===== config.mk =====
export PLATFORM = sky130hd
export DESIGN_NAME = mem_arbiter
export DESIGN_NICKNAME = d
export VERILOG_FILES = /design/src/rtl/mem_arbiter.sv
export SDC_FILE = /design/constraint.sdc
export NUM_CORES = 1
export LEC_CHECK = 0
export CORE_MARGIN = 10
export CORE_UTILIZATION = 39
export DETAILED_ROUTE_END_ITERATION = 8
export GPL_ROUTABILITY_DRIVEN = 0
export PLACE_DENSITY = 0.8
export SLEW_MARGIN = 10
export SYNTH_ARGS = -nofsm -noshare
export SYNTH_HDL_FRONTEND = slang
export SYNTH_SLANG_ARGS = --single-unit

===== constraint.sdc =====
create_clock -name clk -period 2.13 [get_ports clk]
set_input_delay 0.3195 -clock clk [delete_from_list [all_inputs] [get_ports clk]]
set_output_delay 0.3195 -clock clk [all_outputs]
set_load 0.005 [all_outputs]

===== src/rtl/mem_arbiter.sv =====
// Two-port (CPU/DMA) arbiter onto a single synchronous-read memory, sequenced by an IDLE/WR/RD1/RD2/DONE FSM.
// Define MEM_ARBITER_RR_EN for round-robin tie-breaking; by default port 0 has fixed priority.
module mem_arbiter (
  input  logic        clk,
  input  logic        rst_n,
  input  logic        req0,
  input  logic        req1,
  input  logic        we0,
  input  logic        we1,
  input  logic [13:0] addr0,
  input  logic [13:0] addr1,
  input  logic [9:0]  wdata0,
  input  logic [9:0]  wdata1,
  output logic        ack0,
  output logic        ack1,
  output logic [9:0]  rdata,
  output logic        busy,
  output logic        gnt_id,
  output logic [13:0] mem_addr,
  output logic [9:0]  mem_wdata,
  output logic        mem_write,
  output logic        mem_read,
  input  logic [9:0]  mem_rdata
);

  typedef enum logic [2:0] {
    S_IDLE = 3'd0,
    S_WR   = 3'd1,
    S_RD1  = 3'd2,
    S_RD2  = 3'd3,
    S_DONE = 3'd4
  } state_e;

  state_e      state_q;
  logic        ack0_q;
  logic        ack1_q;
  logic [9:0]  rdata_q;
  logic        busy_q;
  logic        gnt_id_q;
  logic [13:0] addr_q;
  logic [9:0]  wdata_q;
  logic        mem_write_q;
  logic        mem_read_q;

  logic        any_req;
  logic        win_id;
  logic        sel_we;
  logic [13:0] sel_addr;
  logic [9:0]  sel_wdata;

`ifdef MEM_ARBITER_RR_EN
  logic last_gnt_q;
`endif

  assign any_req = req0 | req1;

  // NOTE: give every always_comb output a default first so no path can leave it unassigned and infer a latch.
  always_comb begin
    win_id = 1'b0;
`ifdef MEM_ARBITER_RR_EN
    if (req0 && req1) win_id = ~last_gnt_q;
    else              win_id = req1;
`else
    win_id = ~req0;
`endif
  end

  assign sel_we    = win_id ? we1    : we0;
  assign sel_addr  = win_id ? addr1  : addr0;
  assign sel_wdata = win_id ? wdata1 : wdata0;

  // NOTE: all state, including the output registers, is updated with non-blocking assignments and cleared by the async reset.
  always_ff @(posedge clk or negedge rst_n) begin
    if (!rst_n) begin
      state_q     <= S_IDLE;
      ack0_q      <= 1'b0;
      ack1_q      <= 1'b0;
      rdata_q     <= '0;
      busy_q      <= 1'b0;
      gnt_id_q    <= 1'b0;
      addr_q      <= '0;
      wdata_q     <= '0;
      mem_write_q <= 1'b0;
      mem_read_q  <= 1'b0;
    end else begin
      case (state_q)
        S_IDLE: begin
          ack0_q <= 1'b0;
          ack1_q <= 1'b0;
          if (any_req) begin
            busy_q   <= 1'b1;
            gnt_id_q <= win_id;
            addr_q   <= sel_addr;
            wdata_q  <= sel_wdata;
            if (sel_we) begin
              state_q     <= S_WR;
              mem_write_q <= 1'b1;
            end else begin
              state_q    <= S_RD1;
              mem_read_q <= 1'b1;
            end
          end
        end
        S_WR: begin
          mem_write_q <= 1'b0;
          ack0_q      <= ~gnt_id_q;
          ack1_q      <= gnt_id_q;
          state_q     <= S_DONE;
        end
        // The memory registers its RAM output during RD1; data is valid to capture at the end of RD2.
        S_RD1: begin
          state_q <= S_RD2;
        end
        S_RD2: begin
          rdata_q    <= mem_rdata;
          mem_read_q <= 1'b0;
          ack0_q     <= ~gnt_id_q;
          ack1_q     <= gnt_id_q;
          state_q    <= S_DONE;
        end
        S_DONE: begin
          ack0_q   <= 1'b0;
          ack1_q   <= 1'b0;
          busy_q   <= 1'b0;
          gnt_id_q <= 1'b0;
          state_q  <= S_IDLE;
        end
        default: begin
          ack0_q      <= 1'b0;
          ack1_q      <= 1'b0;
          busy_q      <= 1'b0;
          gnt_id_q    <= 1'b0;
          mem_write_q <= 1'b0;
          mem_read_q  <= 1'b0;
          state_q     <= S_IDLE;
        end
      endcase
    end
  end

`ifdef MEM_ARBITER_RR_EN
  always_ff @(posedge clk or negedge rst_n) begin
    if (!rst_n) begin
      last_gnt_q <= 1'b0;
    end else if (state_q == S_IDLE && any_req) begin
      last_gnt_q <= win_id;
    end
  end
`endif

  assign ack0      = ack0_q;
  assign ack1      = ack1_q;
  assign rdata     = rdata_q;
  assign busy      = busy_q;
  assign gnt_id    = gnt_id_q;
  assign mem_addr  = addr_q;
  assign mem_wdata = wdata_q;
  assign mem_write = mem_write_q;
  assign mem_read  = mem_read_q;

  a_strobe_excl: assert property (@(posedge clk) disable iff (!rst_n) !(mem_write && mem_read));
  a_ack_excl:    assert property (@(posedge clk) disable iff (!rst_n) !(ack0 && ack1));
  a_wr_one:      assert property (@(posedge clk) disable iff (!rst_n) mem_write |=> !mem_write);

endmodule


==> impl_metrics.py <==
metrics = {
    "finish": {
        "post-route-util_pct": 65.4,
        "final_cell_area_mm2": 0.00315,
        "final-seq-area_mm2": 0.00108,
        "area_growth_pct": 59.8,
        "final_common_cell": "clkdlybuf4s50_1",
        "multi_input_area_um2": 832,
        "n_antenna_cell": 0,
        "finalNetCount": 309,
        "drive_gt1_share_pct": 29.3,
        "layout_common_cells": "clkdlybuf4s50_1, mux2_2, dfrtp_1, nor2_1",
        "num-fill-cells": 382,
    },
    "clocking": {
        "numCtsBuffers": 5,
        "cts_buffer_depth": 2,
        "cts.sinks": 43,
        "hold_buffers": 0,
        "clkLatencyLatePin_ns": 0.28,
        "cts_resized": 0,
        "clock-root-buffer": "clkbuf_8",
        "path_clk_slew_ns": 0.08,
        "cts_tree": "done",
        "cts-htree-levels": 2,
        "cts_setup_buffers": 0,
    },
    "floorplan": {
        "initial_core_util_pct": 40.9,
        "pin_count": 104,
        "rows": 25,
        "die_area_mm2": 0.00830,
        "dieWidth_um": 91.1,
        "dieHeight_um": 91.1,
        "fp.coreArea_mm2": 0.00482,
    },
    "placement": {
        "numPortBuffers": 103,
        "placed_area_mm2": 0.00307,
        "dp_hpwl_um": 4360,
        "place_ws_ns": 0.147,
    },
    "routing": {
        "routed_wl_um": 5430,
        "vias_per_cell": 4.61,
        "via_count": 1444,
        "drcViolationCount": 0,
        "first_iter_violations": 53,
        "wire_per_inst_um": 17.4,
        "drt_first_pass_iters": 4,
        "postRouteAntennaNets": 0,
    },
    "global_routing": {
        "grt_pass1_wl_um": 8600,
        "track_usage_pct": 12.8,
        "grt_overflow": 0,
        "grt_antenna_before_repair": 0,
        "grt_pass1_vias": 1500,
        "grt_max_degree": 24,
    },
    "worst_setup_path": {
        "crit_arrival_ns": 1.84,
        "worstPathCellList": "clkdlybuf4s50_1 > buf_4 > mux2_2 > mux2_1",
        "cp_max_fo": 21,
        "end_kind": "flip-flop",
        "worstPathRequired_ns": 2.30,
        "reg2reg_depth": 3,
        "crit_type": "primary input to flip-flop",
        "crit_path_max_incr_delay_ns": 0.53,
        "r2r_setup_slack_ns": 0.54,
        "crit_slowest_cell": "clkdlybuf4s50_1",
        "regToRegEndpoint": "mem_wdata[7]$_DFFE_PN0P_",
        "start_kind": "primary input",
        "reg2reg_from": "state_q[0]$_DFFE_PN0P_",
    },
    "synthesis": {
        "synthXorXnorAreaFrac_pct": 0,
        "synth_top_family_by_area": "multiplexers",
        "synth_simple_gate_area_share_pct": 4.51,
        "synth_seq_area_share_pct": 54.6,
        "yosysWarningCount": 0,
        "muxShareOfSynthArea_pct": 34.2,
        "syn_area_per_cell_um2": 14.3,
        "synth.distinct_cells": 21,
        "syn-instance-count": 138,
        "ys_seq_elements": 43,
        "synth_compound_area_share_pct": 3.49,
        "synthAdderAreaFrac_pct": 0,
        "syn_area_mm2": 0.00197,
        "syn-num-nets": 202,
    },
    "sta": {
        "worst_pin_slew_ns": 0.527,
        "fin_crit_sh_pct": 78.4,
        "rsz0062_at_grt": "no",
        "setup-tns-final_ns": 0,
        "skew_ns": 0.00631,
        "finalSetupViolCount": 0,
        "fin_ws_ns": 0.459,
        "drv_slew": 0,
        "fmax_mhz": 599,
        "min_period_ns": 1.67,
        "hold_violations": 0,
        "relSlewSlack_pct": 64.9,
    },
    "power_and_ir_drop": {
        "ir_worst_vdd_mv": 0.660,
        "p_total_mw": 3.87,
        "power_density_mw_per_mm2": 1230,
        "p_leak_nw": 1.27,
    },
    "flow_run": {
        "maxCapViolCount": 0,
    },
    "hold_path": {
        "hold_path.class": "primary input to async pin",
    },
    "status": {
        "status": "finished, final reports clean",
    },
}
==> power by group <==
| part | switching [mW] | total (mW) | internal [mW] |
|---|---|---|---|
| registers | 0.280 | 1.52 | 1.24 |
| logic | 0.589 | 1.88 | 1.29 |
| clock network | 0.246 | 0.476 | 0.230 |
==> worst max-delay path by stage <==
stage          slack, ns  depth (start not counted)                       to                    from
2_1_floorplan       0.54                          4  mem_addr[0]$_DFFE_PN0P_  state_q[0]$_DFFE_PN0P_
3_3_place_gp        0.18                          4  mem_addr[3]$_DFFE_PN0P_                    req0
3_5_place_dp        0.15                          4  mem_addr[3]$_DFFE_PN0P_                    req0
5_1_grt             0.41                          5   state_q[0]$_DFFE_PN0P_                    req0
4_1_cts             0.47                          4  mem_addr[3]$_DFFE_PN0P_                    req0
6_report            0.46                          4  mem_addr[3]$_DFFE_PN0P_                    req0
==> synthesized netlist by cell type <==
| library cell | count | area (um^2) |
|---|---|---|
| buf_4 | 2 | 15.0 |
| nor3_1 | 1 | 5.00 |
| nor4_4 | 1 | 21.3 |
| mux2_1 | 1 | 11.3 |
| a22oi_1 | 1 | 7.51 |
| clkbuf_1 | 1 | 3.75 |
| o21a_1 | 1 | 7.51 |
| nor2b_1 | 3 | 18.8 |
| or2_2 | 1 | 6.26 |
| nand2_1 | 2 | 7.51 |
| mux2_2 | 58 | 653 |
| buf_2 | 2 | 10.0 |
| nor2_1 | 8 | 30.0 |
| a22o_1 | 1 | 8.76 |
| o21ai_0 | 1 | 5.00 |
| buf_6 | 3 | 33.8 |
| o31ai_1 | 1 | 7.51 |
| a21oi_1 | 5 | 25.0 |
| dfrtp_1 | 43 | 1080 |
| mux2i_1 | 1 | 10.0 |
| a211oi_1 | 1 | 7.51 |
==> state kept, by name (all words and copies together) (netlist names) <==
name and count:
mem_addr 14, ack1 1, mem_wdata 10, gnt_id 1, ack0 1, mem_read 1
busy 1, rdata 10, mem_write 1, state_q 3
==> cells by family (layout without fill, tap and decap cells) <==
| family | count (synthesis) | after routing |
|---|---|---|
| mux | 60 | 60 |
| flops | 43 | 43 |
| simple gates | 16 | 16 |
| compound gates | 11 | 11 |
| buf+inv | 8 | 116 |
==> stage by stage <==
| stage | hold slack, ns | std cells |
|---|---|---|
| after CTS | 0.0118 | 313 |
| final | 0.00299 | 313 |
| after floorplan | 0.0239 | 138 |
| after global placement | 0.331 | 305 |
| after global routing | 0.0257 | 313 |
| after detailed placement | 0.335 | 305 |
==> per-layer routing <==
layer | vias to the layer above | track usage [%] | routed length [um]
li1 | 707 | - | -
met1 | 673 | 16.5 | 2520
met2 | 62 | 19.7 | 2510
met3 | 2 | 4.53 | 368
met4 | 0 | 3.92 | 36
met5 | - | 0 | 0
==> final cells by class <==
type	instances	share of cell area (%)
sequential	43	34.2
timing repair buffer	108	34.2
multi-input combinational	87	26.4
tap	67	2.66
clock buffer	7	2.42
clock inverter	1	0.159
==> critical path, delay by kind of cell <==
kind	cells	cell delay, ns
muxes	2	0.67
buffers and inverters	2	0.84
Power figures use the tool's default switching activity.
